`src/rtl/blur_stream_ctrl.sv`:
```
// Sequencing controller for the horizontal Gaussian blur: primes, streams and flushes each video line.
// Optional frame counter output enabled by defining BLUR_CTRL_FRAME_CNT_EN.
module blur_stream_ctrl #(
  parameter int IMAGE_W = 640,
  parameter int IMAGE_H = 480,
  parameter int TAPS    = 13
) (
  input  logic        clk,
  input  logic        reset,
  input  logic        in_valid,
  output logic        in_ready,
  input  logic        in_sop,
  input  logic        in_eop,
  input  logic [3:0]  in_type,
  output logic        out_valid,
  input  logic        out_ready,
  output logic        out_sop,
  output logic        out_eop,
  output logic        win_shift,
  output logic        win_flush,
  output logic        bypass,
  output logic [10:0] x,
  output logic [10:0] y,
  output logic        frame_err
`ifdef BLUR_CTRL_FRAME_CNT_EN
  ,
  output logic [15:0] frame_count
`endif
);

  localparam int HALF = (TAPS - 1) / 2;
  localparam logic [10:0] HALF_C = 11'(HALF);
  localparam logic [10:0] W_LAST = 11'(IMAGE_W - 1);
  localparam logic [10:0] H_LAST = 11'(IMAGE_H - 1);

  typedef enum logic [2:0] {
    S_IDLE,
    S_CTRL,
    S_PRIME,
    S_STREAM,
    S_FLUSH,
    S_DRAIN
  } state_t;

  state_t      state_q, state_d;
  logic [10:0] acc_q, acc_d;
  logic [10:0] emit_q, emit_d;
  logic [10:0] line_q, line_d;
  logic [10:0] x_q, x_d;
  logic [10:0] y_q, y_d;
  logic        err_q, err_d;
  logic        eop_pend_q, eop_pend_d;
  logic        long_q, long_d;

  logic rdy, vld, sop, eop, shift, flush, byp, vid;
  logic is_stream, last_px, flush_last;

  assign is_stream  = (state_q == S_STREAM);
  assign last_px    = (acc_q == W_LAST) && (line_q == H_LAST);
  assign flush_last = ((emit_q + 11'd1) == acc_q);

  always_comb begin
    state_d    = state_q;
    acc_d      = acc_q;
    emit_d     = emit_q;
    line_d     = line_q;
    err_d      = err_q;
    eop_pend_d = eop_pend_q;
    long_d     = long_q;
    rdy        = 1'b0;
    vld        = 1'b0;
    sop        = 1'b0;
    eop        = 1'b0;
    shift      = 1'b0;
    flush      = 1'b0;
    byp        = 1'b0;
    vid        = 1'b0;

    unique case (state_q)
      S_IDLE: begin
        rdy = 1'b1;
        if (in_valid && in_sop) begin
          rdy = out_ready;
          vld = 1'b1;
          byp = 1'b1;
          sop = 1'b1;
          eop = in_eop && (in_type != 4'd0);
          if (out_ready) begin
            if (in_type == 4'd0) begin
              state_d    = S_PRIME;
              acc_d      = '0;
              emit_d     = '0;
              line_d     = '0;
              eop_pend_d = 1'b0;
              long_d     = 1'b0;
            end else if (!in_eop) begin
              state_d = S_CTRL;
            end
          end
        end
      end
      S_CTRL: begin
        rdy = out_ready;
        vld = in_valid;
        byp = 1'b1;
        eop = in_eop;
        if (in_valid && out_ready && in_eop)
          state_d = S_IDLE;
      end
      S_PRIME, S_STREAM: begin
        rdy = is_stream ? out_ready : 1'b1;
        vld = is_stream && in_valid;
        vid = vld;
        if (in_valid && rdy) begin
          shift = 1'b1;
          acc_d = acc_q + 11'd1;
          if (is_stream)
            emit_d = emit_q + 11'd1;
          if (in_sop)
            err_d = 1'b1;
          if (in_eop && !last_px) begin
            // Short frame: flush only what is still held in the window
            err_d = 1'b1;
            if (acc_d == emit_d) begin
              eop     = 1'b1;
              state_d = S_IDLE;
            end else begin
              eop_pend_d = 1'b1;
              state_d    = S_FLUSH;
            end
          end else if (acc_q == W_LAST) begin
            long_d  = last_px && !in_eop;
            state_d = S_FLUSH;
          end else if (!is_stream && acc_d == HALF_C) begin
            state_d = S_STREAM;
          end
        end
      end
      S_FLUSH: begin
        vld = 1'b1;
        vid = 1'b1;
        eop = flush_last && (eop_pend_q || line_q == H_LAST);
        if (out_ready) begin
          flush  = 1'b1;
          emit_d = emit_q + 11'd1;
          if (flush_last) begin
            if (eop_pend_q) begin
              state_d = S_IDLE;
            end else if (line_q == H_LAST) begin
              state_d = long_q ? S_DRAIN : S_IDLE;
            end else begin
              acc_d   = '0;
              emit_d  = '0;
              line_d  = line_q + 11'd1;
              state_d = S_PRIME;
            end
          end
        end
      end
      S_DRAIN: begin
        rdy   = 1'b1;
        err_d = 1'b1;
        if (in_valid && in_eop)
          state_d = S_IDLE;
      end
      default: state_d = S_IDLE;
    endcase
  end

  assign x_d = vid ? emit_q : x_q;
  assign y_d = vid ? line_q : y_q;

  always_ff @(posedge clk or posedge reset) begin
    if (reset) begin
      state_q    <= S_IDLE;
      acc_q      <= '0;
      emit_q     <= '0;
      line_q     <= '0;
      x_q        <= '0;
      y_q        <= '0;
      err_q      <= 1'b0;
      eop_pend_q <= 1'b0;
      long_q     <= 1'b0;
    end else begin
      state_q    <= state_d;
      acc_q      <= acc_d;
      emit_q     <= emit_d;
      line_q     <= line_d;
      x_q        <= x_d;
      y_q        <= y_d;
      err_q      <= err_d;
      eop_pend_q <= eop_pend_d;
      long_q     <= long_d;
    end
  end

  // Combinational strobes are forced low while reset is held
  assign in_ready  = rdy & ~reset;
  assign out_valid = vld & ~reset;
  assign out_sop   = sop & ~reset;
  assign out_eop   = eop & ~reset;
  assign win_shift = shift & ~reset;
  assign win_flush = flush & ~reset;
  assign bypass    = byp & ~reset;
  assign x         = x_d;
  assign y         = y_d;
  assign frame_err = err_q;

`ifdef BLUR_CTRL_FRAME_CNT_EN
  logic [15:0] fcnt_q;

  always_ff @(posedge clk or posedge reset) begin
    if (reset)
      fcnt_q <= '0;
    else if (vid && out_ready && eop)
      fcnt_q <= fcnt_q + 16'd1;
  end

  assign frame_count = fcnt_q;
`endif

endmodule

```
`config.mk`:
```
export PLATFORM = sky130hd
export DESIGN_NAME = blur_stream_ctrl
export DESIGN_NICKNAME = d
export VERILOG_FILES = /design/src/rtl/blur_stream_ctrl.sv
export SDC_FILE = /design/constraint.sdc
export NUM_CORES = 1
export LEC_CHECK = 0
export ABC_AREA = 1
export BUFFER_PORTS_ARGS = -buffer_cell sky130_fd_sc_hd__buf_2
export CAP_MARGIN = 10
export CORE_ASPECT_RATIO = 0.6
export CORE_MARGIN = 8
export CORE_UTILIZATION = 50
export CTS_CLUSTER_DIAMETER = 80
export DETAILED_ROUTE_END_ITERATION = 8
export PLACE_DENSITY = 0.69
export REMOVE_ABC_BUFFERS = 1
export SYNTH_ARGS = -nofsm -noshare
export SYNTH_HDL_FRONTEND = slang
export SYNTH_SLANG_ARGS = --single-unit
```
`constraint.sdc`:
```
create_clock -name clk -period 5.8 [get_ports clk]
set_input_delay 1.16 -clock clk [delete_from_list [all_inputs] [get_ports clk]]
set_output_delay 1.16 -clock clk [all_outputs]
set_load 0.05 [all_outputs]
```
== Yosys cells after proc, flatten, opt, wreduce, memory -nomap -nowiden ==
Cells that the tools add are included.

* Muxes and demuxes: 74
* Bitwise logic cells: 8
* Reduce and logical (&&, ||, !) cells: 31
* Equality and inequality tests: 27
* Add/subtract/negate cells: 3

{| class="wikitable"
|+ Operators by type and width
! cell !! number
|-
| 11-bit two-way mux || 22
|-
| 11-bit case mux with 3 select lines || 2
|-
| 3-bit two-way mux || 16
|-
| 11-bit by 1-bit adder with 11-bit output, second input constant || 3
|-
| 2-bit inequality test, second input constant || 14
|-
| 1-bit two-way mux || 24
|-
| 11-bit equality test || 2
|-
| 11-bit case mux with 2 select lines || 1
|-
| 9-bit AND reduction || 2
|-
| 3-bit case mux with 5 select lines || 1
|-
| 7-bit AND reduction || 2
|-
| 1-bit logical AND || 12
|-
| 1-bit case mux with 4 select lines || 3
|-
| 11-bit by 10-bit equality test with 1-bit output, second input constant || 1
|-
| 11-bit by 3-bit equality test with 1-bit output, second input constant || 1
|-
| 11-bit by 9-bit equality test with 1-bit output, second input constant || 1
|-
| 1-bit case mux with 2 select lines || 5
|-
| 8-bit AND reduction || 1
|-
| 1-bit AND || 7
|-
| 3-bit by 2-bit equality test with 1-bit output, second input constant || 2
|-
| 3-bit equality test, second input constant || 2
|-
| 3-bit inequality test, second input constant || 2
|-
| 6-bit AND reduction || 1
|-
| 2-bit nonzero test || 3
|-
| other kinds (11) || 13
|}

* Flip-flop bits (word level): 61
* Logic and storage cells: 152
* Output and inout bits: 30

== Logic depth before layout (Yosys ltp) ==
* Word-level depth: 11
* Gate-level depth with buffers: 16
* Mapped depth without buffers: 16

== Least setup slack after synthesis ==
No wires, ideal clock.

* Kind: input -> output
* Start point: in in_valid
* End point: out x[6]
* Stages on the path: 5
* Arrival: 2.607 ns
* Setup slack: 2.033 ns
* Data required time: 4.640 ns
* Path buffers: 1
* Path through: inv_1 > o21ai_1 > clkbuf_1 > nor2_1 > a21oi_1

* Cells in the longest elaborated chain, start to end: 3

{| class="wikitable"
|+ RTL lines
! item !! RTL line !! RTL
|-
| start, declared || 10 || <nowiki>input logic in_valid,</nowiki>
|-
| 1-bit logical AND || 112 || <nowiki>vld = is_stream && in_valid;</nowiki>
|-
| 1-bit case mux with 2 select lines || 79 || <nowiki>unique case (state_q)</nowiki>
|-
| 11-bit two-way mux || 170 || <nowiki>assign x_d = vid ? emit_q : x_q;</nowiki>
|-
| end, declared || 22 || <nowiki>output logic [10:0] x,</nowiki>
|}

Every way passes these cells.

== Worst setup path in the final report ==
* Start point: reg state_q[2]
* End point: out out_eop

* Cells in the longest elaborated chain, start to end: 10

{| class="wikitable"
|+ RTL lines
! item !! RTL line !! RTL
|-
| start, declared || 45 || <nowiki>state_t state_q, state_d;</nowiki>
|-
| start signal, assigned || 185 || <nowiki>state_q <= state_d;</nowiki>
|-
| 3-bit by 2-bit equality test with 1-bit output || 58, 79 ||
|-
| 11-bit two-way mux || 117 || <nowiki>if (is_stream)</nowiki>
|-
| 11-bit two-way mux || 114 || <nowiki>if (in_valid && rdy) begin</nowiki>
|-
| 11-bit two-way mux || 79 ||
|-
| 11-bit equality test || 124 || <nowiki>if (acc_d == emit_d) begin</nowiki>
|-
| 1-bit two-way mux || 124 ||
|-
| 1-bit two-way mux || 121 || <nowiki>if (in_eop && !last_px) begin</nowiki>
|-
| 1-bit two-way mux || 114 ||
|-
| 1-bit case mux with 4 select lines (*) || 79 ||
|-
| 1-bit AND (*) || 201 || <nowiki>assign out_eop = eop & ~reset;</nowiki>
|-
| end, declared || 18 || <nowiki>output logic out_eop,</nowiki>
|}

Mark *: on every way between the ends. The rest lies on a longest branch, timed or not. The select of a mux whose other input is x is not followed.

==> insert_results.sql <==
INSERT INTO impl_metrics (metric_group, metric, value, unit) VALUES
('cts', 'clock_insertion_delay_worst_skew', '0.34', 'ns'),
('synth', 'synth_edf_count', '0', ''),
('detailed_routing', 'routedWlPerCell', '15.7', 'µm'),
('synth', 'netlist-cell-type-count', '36', ''),
('synth', 'ys.warnings.count', '0', ''),
('critical_path', 'crit_required', '4.64', 'ns'),
('detailed_routing', 'vias_per_cell', '5.58', ''),
('die', 'core_region_area', '8430', 'µm²'),
('cts', 'numCtsBuffers', '9', ''),
('placement', 'detailedPlacementHpwl', '9.27', 'mm'),
('cts', 'cts_root_buf', 'clkbuf_16', ''),
('sta', 'period_share', '0.737', ''),
('cts', 'clock_sink_count', '61', ''),
('outcome', 'outcome', 'finished, final reports clean', ''),
('synth', 'synth.yosys.seq_area_share', '0.355', ''),
('global_routing', 'global_route.usage.met1', '0.333', ''),
('global_routing', 'globalRouteMet3Util', '0.0498', ''),
('synth', 'ys_top_cells_by_count', 'nand2_1, inv_1, nand3_1, nor2_1, dfrtp_1', ''),
('layout', 'layout_cell_share_with_drive_strength_beyond_1', '0.143', ''),
('critical_path', 'cp-end-kind', 'output pin', ''),
('cts', 'postCtsSetupBuffers', '0', ''),
('cts', 'postCtsResizedCells', '0', ''),
('placement', 'gp_congestion', '0.957', ''),
('detailed_routing', 'drtPass1Iterations', '5', ''),
('cts', 'cts_tree', 'done', ''),
('sta', 'slew_hr', '0.487', ''),
('critical_path', 'critical_path.startpoint_type', 'flop', ''),
('pwr', 'report.power.total', '2.62', 'mW'),
('cts', 'cts_max_path_buffers', '2', ''),
('synth', 'post-synth-top-count-cell', 'nand2_1', ''),
('placement', 'placement.setup.worst_slack', '1.94', 'ns'),
('sta', 'setup_slack', '1.53', 'ns'),
('synth', 'syn-instance-count', '649', ''),
('die', 'floorplan.die.width', '136', 'µm'),
('sta', 'highest_clock_rate', '234', 'MHz'),
('min_path', 'hold_class', 'reg2reg', ''),
('cts', 'cts.hold.buffers_added', '0', ''),
('sta', 'time_the_worst_path_needs_with_i_o_delays_and_setup', '4.27', 'ns'),
('global_routing', 'via_count_of_the_first_global_routing_pass', '4101', ''),
('job', 'cap_violations', '0', ''),
('die', 'dieArea', '11900', 'µm²'),
('detailed_routing', 'drt_first_iter_violations', '443', ''),
('sta', 'hold_violations', '0', ''),
('global_routing', 'met2_usage', '0.308', ''),
('global_routing', 'grt.overflow.total', '0', ''),
('synth', 'yosys.area.top_type_share', '0.355', ''),
('critical_path', 'crit_path_max_fanout', '16', ''),
('detailed_routing', 'detailroute.via_count', '4461', ''),
('pwr', 'vdd.ir_drop.worst', '0.363', 'mV'),
('cts', 'clkSlewWorstSetupHoldPaths', '0.05', 'ns'),
('synth', 'synthesis.area', '4300', 'µm²'),
('die', 'die-height', '87.9', 'µm'),
('synth', 'syn_avg_cell_area', '6.63', 'µm²'),
('global_routing', 'grt_most_used_layer', 'met1', ''),
('layout', 'nNetsFinal', '696', ''),
('placement', 'placement.io_buffers', '39', ''),
('sta', 'finalSetupTns', '0', 'ns'),
('detailed_routing', 'totalWireLength', '12.5', 'mm'),
('global_routing', 'grt_usage', '0.222', ''),
('global_routing', 'grt_first_pass_wirelength', '20.9', 'mm'),
('sta', 'clock-skew-final', '0.00553', 'ns'),
('synth', 'ys.flop_type', 'dfrtp_1', ''),
('sta', 'slew_viol_final', '0', ''),
('pwr', 'power-per-cell-area', '538', 'nW/µm²'),
('die', 'floorplan.rows', '26', ''),
('layout', 'area_delta_synth_final', '13.2', '%'),
('die', 'i_o_pin_cnt', '40', ''),
('critical_path', 'path_class', 'reg2out', ''),
('layout', 'final_cell_area', '4870', 'µm²'),
('detailed_routing', 'drcViolationCount', '0', ''),
('synth', 'synth_top_cell_by_area', 'dfrtp_1', '');
-- cell families (layout without fill, tap and decap cells) --
| family | count (synthesis) | after routing | share of synthesized area |
|---|---|---|---|
| simple gates | 383 | 383 | 0.393 |
| flops | 61 | 61 | 0.355 |
| xor+xnor | 10 | 10 | 0.0204 |
| mux | 4 | 4 | 0.0105 |
| fa+ha+maj | 4 | 4 | 0.0116 |
| compound gates | 87 | 87 | 0.116 |
| buf+inv | 100 | 138 | 0.0933 |
-- flip-flops by register name (all words and copies together), names as in the netlist --
register and count:
long_q 1, acc_q 11, line_q 11, x_q 11, emit_q 11, eop_pend_q 1
state_q 3, frame_err 1, y_q 11
-- layout make-up --
cell class | count | area [µm²] | area share
well taps | 112 | 140 | 0.0288
inverters | 78 | 293 | 0.0601
repair buffers | 44 | 233 | 0.0478
flip-flops and latches | 61 | 1530 | 0.313
clock inverters | 5 | 58.8 | 0.0121
multi-input cells | 488 | 2380 | 0.488
clock buffers | 11 | 243 | 0.0498
-- cell usage in the layout, fill, tap and decap left out, drive strengths merged --
cell,Yosys,routed
a2111oi,1,1
a211oi,1,1
a21oi,26,26
a22oi,3,3
a31oi,8,8
buf,14,44
bufinv,0,1
clkbuf,8,11
clkinv,0,1
clkinvlp,0,2
dfrtp,61,61
ha,4,4
inv,78,79
mux2,4,4
nand2,194,194
nand3,76,76
nand3b,1,1
nand4,16,16
nor2,80,80
nor3,11,11
nor4,1,1
o21ai,47,47
o31ai,1,1
or2,4,4
xnor2,1,1
xor2,9,9
-- layer usage --
layer | part of all wire | up-vias
li1 | - | 2171
met3 | 0.079 | 21
met2 | 0.41 | 185
met4 | 0.012 | 0
met5 | 0 | -
met1 | 0.50 | 2084
-- critical path: stages (launching register included) --
cell and delay (ns):
dfrtp_1 0.48, inv_1 0.16, nand3_1 0.53, nand2_1 0.30, nand2_1 0.09, nand2_1 0.07
nand3_1 0.07, nor2_1 0.14, nand3_1 0.13, nor2_1 0.16, nand4_1 0.13, nor2_1 0.11
nor2_1 0.05, nor2_1 0.08, buf_2 0.27
-- where the power goes --
part	internal, mW	switching, mW
clock	0.345	0.203
sequential	0.543	0.0950
combinational	0.352	1.08
-- path summary, 6_finish.rpt --
path	startpoint	end	slack, ns	cells after the start
setup / recovery	state_q[2]	out_eop	1.53	14
min in group asynchronous	reset	y_q[10]	0.90	2
hold reg to reg	frame_err	frame_err	0.48	2
max in group asynchronous	reset	eop_pend_q	4.00	3
hold / removal	frame_err	frame_err	0.48	2
setup reg to reg	state_q[2]	acc_q[4]	2.91	8
(Power assumes the default switching activity.)
